## src/rtl/uart_tx_fifo_pkg.sv

```systemverilog
// Shared definitions for the OTTER MMIO UART transmitter: bus addresses,
// default timing and the transmit FSM state encoding.
package uart_tx_fifo_pkg;

  localparam logic [31:0] UART_DATA_AD     = 32'h1118_0000;
  localparam logic [31:0] UART_RDY_AD      = 32'h111C_0000;
  localparam int unsigned DEF_CLKS_PER_BIT = 868;
  localparam int unsigned DEF_FIFO_DEPTH   = 16;

  typedef enum logic [1:0] {
    ST_IDLE  = 2'd0,
    ST_START = 2'd1,
    ST_DATA  = 2'd2,
    ST_STOP  = 2'd3
  } uart_tx_state_t;

  // Line level driven while the FSM sits in a given state.
  function automatic logic tx_level(input uart_tx_state_t st, input logic shift_lsb);
    case (st)
      ST_START: tx_level = 1'b0;
      ST_DATA:  tx_level = shift_lsb;
      default:  tx_level = 1'b1;
    endcase
  endfunction

endpackage

```

## src/rtl/uart_tx_fifo_sync_fifo.sv

```systemverilog
// Single-clock FIFO with registered read data, updated on each accepted pop.
// A push into a full FIFO is accepted only when a pop happens in the same cycle.
module sync_fifo #(
  parameter  int unsigned WIDTH = 8,
  parameter  int unsigned DEPTH = 16,
  localparam int unsigned AW    = $clog2(DEPTH),
  localparam int unsigned CW    = AW + 1
) (
  input  logic             i_clk,
  input  logic             i_rst,
  input  logic             i_push,
  input  logic [WIDTH-1:0] i_wdata,
  input  logic             i_pop,
  output logic             o_full,
  output logic             o_empty,
  output logic [CW-1:0]    o_count,
  output logic [WIDTH-1:0] o_rdata
);

  logic [WIDTH-1:0] r_mem [DEPTH];
  logic [AW-1:0]    r_wr_ptr;
  logic [AW-1:0]    r_rd_ptr;
  logic [CW-1:0]    r_count;
  logic [WIDTH-1:0] r_rdata;
  logic             w_push_ok;
  logic             w_pop_ok;

  assign o_full    = (r_count == CW'(DEPTH));
  assign o_empty   = (r_count == '0);
  assign o_count   = r_count;
  assign o_rdata   = r_rdata;
  assign w_pop_ok  = i_pop && !o_empty;
  assign w_push_ok = i_push && (!o_full || w_pop_ok);

  // Storage is not reset; pointers and count define validity.
  always_ff @(posedge i_clk) begin
    if (w_push_ok) begin
      r_mem[r_wr_ptr] <= i_wdata;
    end
  end

  // Pointers wrap naturally; count disambiguates full from empty.
  always_ff @(posedge i_clk) begin
    if (i_rst) begin
      r_wr_ptr <= '0;
      r_rd_ptr <= '0;
      r_count  <= '0;
      r_rdata  <= '0;
    end else begin
      if (w_push_ok) begin
        r_wr_ptr <= r_wr_ptr + AW'(1);
      end
      if (w_pop_ok) begin
        r_rd_ptr <= r_rd_ptr + AW'(1);
        r_rdata  <= r_mem[r_rd_ptr];
      end
      r_count <= r_count + CW'(w_push_ok) - CW'(w_pop_ok);
    end
  end

endmodule

```

## src/rtl/uart_tx_fifo.sv

```systemverilog
// MMIO UART transmitter: bytes written by the CPU queue in a FIFO and are
// serialised as 8N1 frames; READY lets software poll instead of stalling.
module uart_tx_fifo
  import uart_tx_fifo_pkg::*;
#(
  parameter  int unsigned CLKS_PER_BIT = DEF_CLKS_PER_BIT,
  parameter  int unsigned FIFO_DEPTH   = DEF_FIFO_DEPTH,
  localparam int unsigned CW           = $clog2(FIFO_DEPTH) + 1
) (
  input  logic          CLK,
  input  logic          RST,
  input  logic          WR,
  input  logic [7:0]    DATA,
  input  logic          CLR_OVF,
  output logic          READY,
  output logic          FULL,
  output logic          EMPTY,
  output logic [CW-1:0] COUNT,
  output logic          BUSY,
  output logic          OVF,
  output logic          TX
);

  localparam int unsigned BCW = $clog2(CLKS_PER_BIT);

  uart_tx_state_t r_state;
  uart_tx_state_t w_state_nxt;
  logic [BCW-1:0] r_bcnt;
  logic [BCW-1:0] w_bcnt_nxt;
  logic [2:0]     r_idx;
  logic [2:0]     w_idx_nxt;
  logic [7:0]     r_shift;
  logic [7:0]     w_shift_nxt;
  logic           r_tx;
  logic           r_busy;
  logic           r_ovf;
  logic           w_bit_end;
  logic           w_pop;
  logic           w_ovf_set;
  logic [7:0]     w_rdata;

  sync_fifo #(
    .WIDTH (8),
    .DEPTH (FIFO_DEPTH)
  ) u_fifo (
    .i_clk   (CLK),
    .i_rst   (RST),
    .i_push  (WR),
    .i_wdata (DATA),
    .i_pop   (w_pop),
    .o_full  (FULL),
    .o_empty (EMPTY),
    .o_count (COUNT),
    .o_rdata (w_rdata)
  );

  assign READY     = !FULL;
  assign TX        = r_tx;
  assign BUSY      = r_busy;
  assign OVF       = r_ovf;
  assign w_bit_end = (r_bcnt == BCW'(CLKS_PER_BIT - 1));
  assign w_ovf_set = WR && FULL && !w_pop;

  // Next-state logic; popped byte is latched into the shift register at the
  // end of START, by which time the FIFO read register holds it.
  always_comb begin
    w_state_nxt = r_state;
    w_bcnt_nxt  = w_bit_end ? '0 : r_bcnt + BCW'(1);
    w_idx_nxt   = r_idx;
    w_shift_nxt = r_shift;
    w_pop       = 1'b0;
    case (r_state)
      ST_IDLE: begin
        w_bcnt_nxt = '0;
        if (!EMPTY) begin
          w_pop       = 1'b1;
          w_state_nxt = ST_START;
        end
      end
      ST_START: begin
        if (w_bit_end) begin
          w_state_nxt = ST_DATA;
          w_idx_nxt   = 3'd0;
          w_shift_nxt = w_rdata;
        end
      end
      ST_DATA: begin
        if (w_bit_end) begin
          w_shift_nxt = {1'b0, r_shift[7:1]};
          w_idx_nxt   = r_idx + 3'd1;
          if (r_idx == 3'd7) begin
            w_state_nxt = ST_STOP;
          end
        end
      end
      ST_STOP: begin
        if (w_bit_end) begin
          if (!EMPTY) begin
            w_pop       = 1'b1;
            w_state_nxt = ST_START;
          end else begin
            w_state_nxt = ST_IDLE;
          end
        end
      end
      default: w_state_nxt = ST_IDLE;
    endcase
  end

  // TX is driven from the current state, so the line trails the FSM by one cycle.
  always_ff @(posedge CLK) begin
    if (RST) begin
      r_state <= ST_IDLE;
      r_bcnt  <= '0;
      r_idx   <= '0;
      r_shift <= '0;
      r_tx    <= 1'b1;
      r_busy  <= 1'b0;
      r_ovf   <= 1'b0;
    end else begin
      r_state <= w_state_nxt;
      r_bcnt  <= w_bcnt_nxt;
      r_idx   <= w_idx_nxt;
      r_shift <= w_shift_nxt;
      r_tx    <= tx_level(r_state, r_shift[0]);
      r_busy  <= (w_state_nxt != ST_IDLE);
      if (w_ovf_set) begin
        r_ovf <= 1'b1;
      end else if (CLR_OVF) begin
        r_ovf <= 1'b0;
      end
    end
  end

endmodule
```

## config.mk

```make
export PLATFORM = sky130hd
export DESIGN_NAME = uart_tx_fifo
export DESIGN_NICKNAME = d
export VERILOG_FILES = /design/src/rtl/uart_tx_fifo_pkg.sv /design/src/rtl/uart_tx_fifo_sync_fifo.sv /design/src/rtl/uart_tx_fifo.sv
export SDC_FILE = /design/constraint.sdc
export NUM_CORES = 1
export LEC_CHECK = 0
export CAP_MARGIN = 10
export CORE_MARGIN = 5
export CORE_UTILIZATION = 60
export CTS_CLUSTER_SIZE = 8
export DETAILED_ROUTE_END_ITERATION = 10
export DONT_BUFFER_PORTS = 1
export PLACE_DENSITY = 0.78
export SYNTH_ARGS = -nofsm -noshare
export SYNTH_HDL_FRONTEND = slang
export SYNTH_SLANG_ARGS = --single-unit
```

## constraint.sdc

```tcl
create_clock -name CLK -period 6.41 [get_ports CLK]
set_clock_uncertainty 0.15 [all_clocks]
set_input_delay 0.641 -clock CLK [delete_from_list [all_inputs] [get_ports CLK]]
set_output_delay 0.641 -clock CLK [all_outputs]
set_load 0.05 [all_outputs]
```

After elaboration in Yosys (flattened, before gate mapping)
Memory sizes are Yosys's and may differ from the RTL's. A register that Yosys moved wholly into a read port is not among the register bits.
Cells that the tools add are included.
- bits in registers: 39
- memory bits (writable): 128
- input port bits: 12
- memories kept: 1
- memories (memory ; depth ; bits a word ; read ports ; clocked after Yosys merged registers in ; write ports ; RTL line ; source):
    u_fifo.r_mem ; 16 ; 8 ; 1 ; 1 ; 1 ; uart_tx_fifo_sync_fifo.sv:20 ; logic [WIDTH-1:0] r_mem [DEPTH];
- add/sub/neg operators: 6
- equal/unequal tests: 8
- muxes and demuxes: 21
- reduce and logical (&&, ||, !) cells: 15
- operators with widths (operator ; count):
    $mux W8 ; 2
    $pmux W8 S2 ; 1
    $add A10 B1 Y10 const B ; 1
    $eq A10 B10 Y1 const B ; 1
    $mux W2 ; 5
    $add A4 B1 Y4 const B ; 2
    $pmux W2 S4 ; 1
    $mux W1 ; 7
    $mux W3 ; 2
    $pmux W3 S2 ; 1
    $reduce_bool A2 Y1 ; 3
    $add A5 B1 Y5 ; 1
    $eq A5 B5 Y1 const B ; 1
    $logic_not A5 Y1 ; 1
    $sub A5 B1 Y5 ; 1
    $eq A2 B2 Y1 const B ; 2
    $logic_and A1 B1 Y1 ; 4
    $ne A2 B2 Y1 const B ; 2
    $pmux W1 S2 ; 2
    $add A3 B1 Y3 const B ; 1
    $eq A3 B3 Y1 const B ; 1
    $logic_not A1 Y1 ; 3
    $reduce_and A3 Y1 ; 1
    $reduce_or A3 Y1 ; 1
    3 further kinds ; 3

Logic depth before layout (Yosys ltp)
Gate-level depths: netlist of run 1.
- word-level depth: 9
- mapped depth: 17
- mapped depth without buffers: 16

Cells and area by module
A second synthesis of run 1 with hierarchy kept.
- cells, all modules: 459
- area total of the unflattened synthesis: 7284.5 um2
- by module, submodules not included (module ; instances ; cells each ; area each (um2) ; sequential area each (um2)):
    sync_fifo ; 1 ; 317 ; 5972.0 ; 4264.1
    uart_tx_fifo ; 1 ; 142 ; 1312.5 ; 520.5

Worst setup path before layout of run 1
No wires, ideal clock.
- path type: flip-flop to flip-flop
- start: register u_fifo.r_count[3], in the netlist u_fifo.o_count[3]
- end: register u_fifo.r_count[4], in the netlist u_fifo.o_count[4]
- library setup time: 0.070 ns
- arrival time: 3.226 ns
- required time: 6.190 ns
- slack: 2.964 ns
- cell stages (with the launch flop): 18
- path buffers: 1
- period minus slack after synthesis: 3.446 ns
- path through: dfxtp_1 inv_1 ha_1 or4b_4 and3_1 a21oi_2 buf_2 inv_1 ha_1 inv_1 ha_1 inv_1 fa_1 inv_1 a21oi_1 nor2_1 or3_1 a21oi_1
- word-level cells in the longest chain between the ends: 9
- elaborated cells on any way between the ends: 12
- classes of those cells: add/sub (2); eq/ne (1); mux (3); reduce/logical (6)
- RTL lines (what ; RTL line ; source):
    from (decl) ; uart_tx_fifo_sync_fifo.sv:23 ; logic [CW-1:0] r_count;
    from (signal assigned) ; uart_tx_fifo_sync_fifo.sv:57 ; r_count <= r_count + CW'(w_push_ok) - CW'(w_pop_ok);
    $logic_not A5 Y1 (*) ; uart_tx_fifo_sync_fifo.sv:29 ; assign o_empty = (r_count == '0);
    $mux W1 ; uart_tx_fifo.sv:75, uart_tx_fifo.sv:98 ;
    $mux W1 ; uart_tx_fifo.sv:97 ; if (w_bit_end) begin
    $pmux W1 S2 ; uart_tx_fifo.sv:72 ; case (r_state)
    $logic_and A1 B1 Y1 (*) ; uart_tx_fifo_sync_fifo.sv:32 ; assign w_pop_ok = i_pop && !o_empty;
    via u_fifo.w_pop_ok ; uart_tx_fifo_sync_fifo.sv:26 ; logic w_pop_ok;
    $logic_or A1 B1 Y1 ; uart_tx_fifo_sync_fifo.sv:33 ; assign w_push_ok = i_push && (!o_full || w_pop_ok);
    $logic_and A1 B1 Y1 ; uart_tx_fifo_sync_fifo.sv:33 ;
    $add A5 B1 Y5 ; uart_tx_fifo_sync_fifo.sv:57 ;
    $sub A5 B1 Y5 (*) ; uart_tx_fifo_sync_fifo.sv:57 ;
The timed path passes the listed nets; every way through them passes the cells marked *.
A chain may end at the register's enable or synchronous reset.

Worst setup path in the final report of run 1
Same ends and word-level chain as after synthesis.

==> results of run 1 <==
==> logic make-up after synthesis <==
group	Yosys count	share of synthesized area, %
compound gates	71	6.30
xor+xnor	12	1.47
fa+ha+maj	20	3.60
buf+inv	46	2.67
flops	175	66.7
mux	42	11.4
simple gates	117	7.78
==> critical path: stages (launching register included) <==
cell and delay [ns]:
dfxtp_1 0.49, inv_1 0.16, ha_1 0.17, or4b_4 0.51
and3_4 0.22, a21oi_2 0.76, inv_1 0.12, ha_1 0.31
inv_1 0.04, ha_1 0.20, inv_1 0.07, fa_1 0.20
inv_1 0.05, a21oi_1 0.11, nor2_1 0.06, or3_1 0.34
a21oi_1 0.16
==> power groups by stage <==
stage,registers (mW),logic (mW),clock network (mW)
after floorplan,1.40,0.523,0
after CTS,1.39,0.630,0.971
after global placement,1.42,0.602,0
after global routing,1.40,0.700,1.03
after detailed placement,1.42,0.623,0
final,1.39,0.625,0.956
==> layout by cell type, fill, tap and decap left out, types with 2 or more instances in the layout <==
master and count:
and2_1 2, nand2b_1 3, a21o_1 11, o21ai_0 6, a21oi_1 30, clkinv_1 3, xnor2_1 7, dfxtp_1 46
mux2i_1 10, clkinvlp_4 2, inv_6 2, nand3_1 14, ha_1 19, mux4_2 32, nand4_1 2, nand2_1 16
or3_1 6, nor3_1 5, clkbuf_16 17, a22oi_1 15, a211oi_1 2, xor2_1 5, clkinv_4 3, a21oi_2 2
inv_1 20, edfxtp_1 128, and3_1 5, nor2_1 54, nor2b_1 3, buf_4 6
==> worst paths after layout <==
check	startpoint	to	slack, ns
worst max-delay path	u_fifo.o_count[3]	u_fifo.o_count[4]	2.21
worst min-delay path	RST	r_idx[0]	0.13
worst max register to register	u_fifo.o_count[3]	u_fifo.o_count[4]	2.21
worst min register to register	u_fifo.o_rdata[1]	u_fifo.o_rdata[1]	0.30
==> layer usage <==
metal	share of wire, %	global-route usage, %
met5	0	0
met4	2.0	5.94
met3	5.4	6.08
met2	49	31.1
met1	43	26.6
==> per-stage QoR <==
stage               worst slack (ns)  instance area, um2  instances
floorplan                       2.96                7170        483
CTS                             2.17                7820        640
detailed placement              2.23                7280        609
finish                          2.21                7830        641
global route                    1.84                7830        641
global placement                2.38                7280        609
==> state kept, by name, indices dropped and copies added (netlist names) <==
name / count
TX: 1
u_fifo.r_wr_ptr: 4
BUSY: 1
OVF: 1
u_fifo.o_count: 5
r_shift: 8
u_fifo.r_mem: 128
u_fifo.r_rd_ptr: 4
r_bcnt: 10
r_state: 2
r_idx: 3
u_fifo.o_rdata: 8
==> layout make-up <==
class / instances / area share (%)
Clock buffer: 18 / 5.48
Clock inverter: 13 / 1.49
Inverter: 20 / 0.959
Multi-Input combinational cell: 262 / 28.0
Sequential cell: 175 / 61.1
Tap cell: 147 / 2.35
Timing Repair Buffer: 6 / 0.575
==> flow_summary_export.csv, run 1 <==
group,metric,value,unit
final_layout,drive_gt1_share,14.4,%
timing,setup_tns,0,ns
power,power,2.97,mW
hold_path,min_path_type,"in -> reg",
job,drv_cap,0,
routing,dr_total_vias,3901,
worst_setup_path,critPathMaxFanout,22,
synthesis,synthTopCellsByCount,"edfxtp_1 (128), nor2_1 (54), dfxtp_1 (47)",
synthesis,syn-num-nets,515,
final_layout,n_antenna_cell,0,
hold_path,holdPathStages,1,
clocking,clk_pin_slew_worst_paths,0.06,ns
synthesis,synth_area_leader_cell,"edfxtp_1",
worst_setup_path,crit_arrival,4.40,ns
die,core,11900,um2
final_layout,multi_input_area,2190,um2
timing,slew_headroom,19.3,%
place,place_congestion,0.853,
synthesis,synth_top_area_share,53.6,%
die,num_io_pins,23,
routing,ant_nets,0,
final_layout,fin_util,66.0,%
timing,period_needed,4.20,ns
die,fp.dieW,119,um
timing,rsz0062_at_grt,"false",
synthesis,synthTopCellsByArea,"edfxtp_1 (54%), dfxtp_1 (13%), mux4_2 (10%)",
worst_setup_path,worstSetupEndpointType,"flip-flop",
final_layout,nNetsFinal,514,
timing,min_period_over_period,65.6,%
synthesis,yosysWarnings,0,
power,p_sw_share,29.5,%
die,row_count,40,
place,dp_hpwl,8.33,mm
die,initial_core_util,60.4,%
synthesis,yosysUniqueCellTypes,41,
routing,remaining_drc_errors,0,
global_route,grt.total_usage,19.7,%
timing,max_freq,238,MHz
clocking,cts-root-buf,"clkbuf_16",
global_route,grt_start_max_net_pins,39,
die,die-area,14200,um2
timing,setup_violations,0,
clocking,htreeDepth,4,
routing,avgRoutedWirePerCell,20.4,um
power,vdd.ir_drop.worst,0.000198,V
power,combPwrFrac,21.0,%
timing,worst_pin_slew,1.20,ns
final_layout,nFillCells,791,
clocking,clock-sinks,175,
routing,dr.pass1.iters,4,
clocking,cts.repair.resized,0,
final_layout,register_area,4790,um2
global_route,grt-ovfl-total,0,
power,power_switching,0.879,mW
clocking,cts_buffers,17,
power,p_leak,2.57,nW
clocking,holdBufCountCts,0,
worst_setup_path,ff2ff_path_depth,16,
synthesis,synth_edf_count,128,
timing,timing.final.hold_violations,0,
routing,finalWirelength,13.1,mm
synthesis,async_flop_share,0,%
synthesis,ys_ff_latch,175,
clocking,post_cts_buffers,0,
place,port_buffers,0,
clocking,cts_tree,"built",
clocking,max-clock-path-buffers,2,
global_route,grt_pass1_wl,21.2,mm
final_layout,syn_to_final_growth,9.20,%
routing,routed_via_density,6.09,
synthesis,syn-instance-count,483,
power,seq_power_share,46.9,%
global_route,grt_pass1_vias,3910,
global_route,antenna_found_initial,0,
worst_setup_path,cp_data_required_time,6.61,ns
power,internal_power,2.10,mW
worst_setup_path,critPathLaunchType,"flip-flop",
die,fp.dieH,119,um
clocking,clkLatencyLatePin,0.43,ns
synthesis,ys_seq_area_share,66.7,%
status,status,"finished clean",
synthesis,synth_area_per_cell,14.8,um2
synthesis,synth_ff_type,"edfxtp_1",
timing,whs,0.130,ns
timing,slew_violations,0,
power,power_density,380,nW/um2
synthesis,synth.most_common_cell,"edfxtp_1",
synthesis,synth_area,7170,um2
power,p_clk_share,32.1,%
worst_setup_path,criticalPathCategory,"reg -> reg",
routing,drtIter0Drc,282,
No activity file was read; power rests on OpenSTA's default activity.
==> inputs of run 2 (changes only) <==
Clock period 6.41 ns to 4.2 ns, I/O delays scaled along.
==> run 2 against run 1 <==
Effect of this change: final area up 2.5%; combinational power rose by 53%; register-to-register slack got worse by 1.6 ns; final cell count rose by 2.5%; first-iteration DRC count grew 21%; sequential cell count unchanged; critical path depth is 2 lower; sequential share of layout area decreased by 1.5 points; via count is 0.18% higher; wire length grew 3.1%; largest power group unchanged.
==> flow_summary_export.csv, run 2 (synthesis results as in run 1) <==
group,metric,value,unit
worst_setup_path,criticalPathCategory,"reg -> reg",
timing,timing.final.hold_violations,0,
power,p_leak,2.67,nW
clocking,post_cts_buffers,0,
global_route,antenna_found_initial,0,
timing,period_needed,3.54,ns
worst_setup_path,path_buf_inv,3,
clocking,max-clock-path-buffers,2,
final_layout,reg.largest.list,"u_fifo.r_mem (128), r_bcnt (10)",
timing,max_freq,282,MHz
routing,finalWirelength,13.5,mm
die,fp.dieW,119,um
routing,remaining_drc_errors,0,
worst_setup_path,critPathLaunchType,"flip-flop",
global_route,grt-ovfl-total,0,
place,dp.cells,614,
worst_setup_path,crit_arrival,3.75,ns
die,initial_core_util,60.4,%
worst_setup_path,cp_data_required_time,4.41,ns
global_route,grt_pass1_wl,21.9,mm
worst_setup_path,critPathMaxFanout,9,
worst_setup_path,cp_cell_sequence,"inv_1, ha_1, or4b_4, and3_1, a211o_1, and2_1, ha_1, inv_1, fa_1, inv_1, a21oi_1, nor2_1, or3_1, a21oi_1",
clocking,holdBufCountCts,11,
worst_setup_path,worst_path_most_repeated_cell,"inv_1",
clocking,cts.repair.resized,0,
die,num_io_pins,23,
clocking,clk_pin_slew_worst_paths,0.07,ns
place,dp_hpwl,8.31,mm
die,fp.dieH,119,um
final_layout,final_common_cell,"edfxtp_1",
timing,rsz0062_at_grt,"false",
timing,slew_violations,0,
timing,slew_headroom,39.0,%
die,row_count,40,
power,power,4.70,mW
global_route,grt.total_usage,20.4,%
power,vdd.ir_drop.worst,0.000709,V
final_layout,syn_to_final_growth,11.9,%
routing,routed_via_density,5.95,
clocking,cts-root-buf,"clkbuf_16",
place,place_congestion,0.820,
clocking,cts_buffers,17,
final_layout,largest_register_ffs,128,
final_layout,regMostFlops,"u_fifo.r_mem",
timing,whs,0.0353,ns
routing,dr_total_vias,3908,
die,die-area,14200,um2
global_route,grt_pass1_vias,4120,
status,status,"finished clean",
place,port_buffers,0,
clocking,htreeDepth,4,
worst_setup_path,crit_family,"simple AND/OR/NAND/NOR gates",
final_layout,n_antenna_cell,0,
worst_setup_path,critPathSlowestCell,"or4b_4",
global_route,grt_start_max_net_pins,38,
clocking,clock-sinks,175,
timing,setup_tns,0,ns
job,drv_cap,0,
final_layout,nNetsFinal,529,
worst_setup_path,max_stage_delay,0.50,ns
clocking,clkLatencyLatePin,0.44,ns
final_layout,drive_gt1_share,15.9,%
hold_path,min_path_type,"in -> reg",
final_layout,layout.cells.non_filler,657,
final_layout,nFillCells,775,
timing,setup_violations,0,
die,core,11900,um2
routing,ant_nets,0,
final_layout,fin_util,67.7,%
timing,worst_pin_slew,0.915,ns
routing,dr.pass1.iters,5,
final_layout,final_cell_mix,"edfxtp_1 (128), nor2_1 (54), dfxtp_1 (46)",
worst_setup_path,worstSetupEndpointType,"flip-flop",
timing,min_period_over_period,84.4,%
clocking,cts_tree,"built",
routing,drtIter0Drc,340,
routing,avgRoutedWirePerCell,20.5,um
power,power_density,586,nW/um2
-- run 2: changes by cell type in the layout (fill, tap and decap cells not counted), sizes merged --
cell	before	now
clkinv	7	4
dlygate4sd3	0	10
clkbuf	18	17
buf	6	11
inv	23	28
-- run 2: metal layers --
layer	routed length (um)	GRT usage, %	share of wire [%]
met4	150	5.87	1.1
met5	0	0	0
met1	5470	25.7	41
met2	6970	34.4	52
met3	877	6.36	6.5
-- run 2: worst paths after layout --
check / startpoint / endpoint / slack (ns) / depth (start not counted)
hold reg to reg: u_fifo.o_rdata[5] / u_fifo.o_rdata[5] / 0.30 / 2
setup / recovery: u_fifo.o_count[3] / u_fifo.o_count[4] / 0.66 / 14
hold / removal: WR / u_fifo.r_wr_ptr[0] / 0.04 / 2
setup reg to reg: u_fifo.o_count[3] / u_fifo.o_count[4] / 0.66 / 14
-- run 2: per-stage QoR --
stage | cell area (um2) | setup slack [ns]
after floorplan | 7170 | 0.754
after global placement | 7310 | 0.813
after detailed placement | 7310 | 0.682
after CTS | 8030 | 0.645
after global routing | 8030 | 0.424
final | 8030 | 0.656
-- run 2: report_power, final --
group          total (mW)  internal [mW]  switching (mW)  leakage, nW
clock network        1.56          0.847           0.714        0.287
logic               0.956          0.444           0.512        0.842
registers            2.18           1.96           0.222         1.54
total                4.70           3.25            1.45         2.67
-- run 2: cell type report --
cell class	count	area [um2]	area share, %
Sequential cell	175	4790	59.6
Tap cell	147	184	2.29
Clock inverter	15	166	2.07
Multi-Input combinational cell	262	2190	27.3
Inverter	20	75.1	0.935
Timing Repair Buffer	21	195	2.43
Clock buffer	17	425	5.30
==> inputs of run 3 (changes only) <==
Clock period 4.2 ns to 3.33 ns, I/O delays scaled along.
==> run 3 against run 2 <==
Effect of this change: combinational power is 54% higher; utilization rose by 0.82 points; wire length up 7.2%; die area stayed put.
==> flow_summary_export.csv, run 3 (synthesis results as in run 1) <==
group,metric,value,unit
routing,routed_via_density,6.19,
clocking,clock-sinks,175,
global_route,grt_start_max_net_pins,38,
timing,worst_pin_slew,1.14,ns
routing,avgRoutedWirePerCell,21.9,um
final_layout,largest_register_ffs,128,
routing,remaining_drc_errors,0,
final_layout,regMostFlops,"u_fifo.r_mem",
final_layout,syn_to_final_growth,13.3,%
job,drv_cap,0,
timing,setup_slack,0.156,ns
routing,ant_nets,0,
timing,setup_tns,0,ns
power,vdd.ir_drop.worst,0.000534,V
global_route,grt_pass1_vias,4179,
hold_path,holdPathStages,3,
clocking,htreeDepth,4,
clocking,cts_tree,"built",
hold_path,min_path_type,"in -> reg",
clocking,post_cts_buffers,0,
worst_setup_path,ff2ff_path_depth,16,
die,fp.dieW,119,um
final_layout,reg.largest.list,"u_fifo.r_mem (128), r_bcnt (10)",
worst_setup_path,critPathMaxFanout,10,
global_route,grt.total_usage,21.6,%
final_layout,final_common_cell,"edfxtp_1",
timing,period_needed,3.17,ns
timing,min_period_over_period,95.3,%
timing,rsz0062_at_grt,"false",
final_layout,nNetsFinal,533,
worst_setup_path,cp_data_required_time,3.54,ns
timing,slew_violations,0,
status,status,"finished clean",
clocking,cts_buffers,17,
final_layout,drive_gt1_share,17.8,%
routing,dr_total_vias,4077,
place,place_congestion,0.848,
die,fp.dieH,119,um
final_layout,final_cell_mix,"edfxtp_1 (128), nor2_1 (54), dfxtp_1 (43)",
power,p_leak,2.70,nW
die,row_count,40,
timing,slew_headroom,23.5,%
clocking,clkLatencyLatePin,0.43,ns
place,port_buffers,0,
global_route,grt-ovfl-total,0,
worst_setup_path,critPathLaunchType,"flip-flop",
worst_setup_path,crit_arrival,3.38,ns
clocking,max-clock-path-buffers,2,
worst_setup_path,criticalPathCategory,"reg -> reg",
timing,timing.final.hold_violations,0,
die,die-area,14200,um2
place,dp_worst_setup_slack,0.110,ns
place,dp_hpwl,8.88,mm
power,power,6.18,mW
routing,dr.pass1.iters,5,
worst_setup_path,worstSetupEndpointType,"flip-flop",
timing,setup_violations,0,
die,num_io_pins,23,
clocking,clk_pin_slew_worst_paths,0.06,ns
routing,finalWirelength,14.4,mm
timing,max_freq,315,MHz
final_layout,n_antenna_cell,0,
power,power_density,760,nW/um2
die,initial_core_util,60.4,%
global_route,grt_pass1_wl,23.1,mm
die,core,11900,um2
routing,drtIter0Drc,322,
clocking,cts-root-buf,"clkbuf_16",
global_route,antenna_found_initial,0,
-- run 3: changes by cell type in the layout (fill, tap and decap cells not counted), sizes merged --
cell / before / now
bufinv: 1 / 4
inv: 28 / 25
clkbuf: 17 / 18
clkinvlp: 2 / 1
buf: 11 / 14
dlygate4sd3: 10 / 11
clkinv: 4 / 2
-- run 3: layout make-up --
type                       instances  area, um2
timing repair buffer              25        240
sequential                       175       4790
clock buffer                      18        429
tap                              147        184
fill                             764       3740
clock inverter                    12        181
inverter                          20       75.1
multi-input combinational        262       2220
-- run 3: metal layers --
layer  vias up  wire length [um]  track usage (%)
met5         -                 0                0
met4         0               238             6.37
met3        21               814             5.89
met2       166              7410             36.3
met1      2035              5980             27.6
li1       1855                 -                -
-- run 3: power breakdown --
group	total, mW	switching [mW]	internal, mW
clock	2.08	0.818	1.26
sequential	2.63	0.152	2.48
combinational	1.47	0.832	0.638
-- run 3: metrics by stage --
stage                     instance area [um2]  utilization (%)  cells  hold WS, ns
after floorplan                          7180                -    483        0.280
after global routing                     8120             68.5    659       0.0258
after CTS                                8090             68.2    659      0.00938
final                                    8120             68.5    659       0.0177
after global placement                   7350             62.0    617        0.253
after detailed placement                 7350             62.0    617        0.254
-- run 3: worst max-delay path, stage by stage, from the launching register on --
cell and delay, ns:
dfxtp_1 0.34, ha_1 0.23, and4bb_2 0.26, and3_1 0.22, buf_4 0.18, a21oi_4 0.16, inv_1 0.05, ha_1 0.26
inv_1 0.04, ha_1 0.21, inv_2 0.07, fa_2 0.21, inv_1 0.05, a21oi_2 0.10, nor2_1 0.07, or3_4 0.37
a21oi_2 0.14
-- run 3: worst paths after layout --
kind	startpoint	to	slack, ns
worst min register to register	u_fifo.o_rdata[6]	u_fifo.o_rdata[6]	0.30
worst max register to register	r_bcnt[0]	u_fifo.o_count[4]	0.16
worst min-delay path	WR	u_fifo.r_wr_ptr[2]	0.02
worst max-delay path	r_bcnt[0]	u_fifo.o_count[4]	0.16
-- run 3: what timing repair did --
item / CTS / global route
hold buffers: 12 / 0
gates resized for setup: 0 / 10
setup endpoints to repair: 0 / 1
endpoints found under the hold margin: 165 / 0
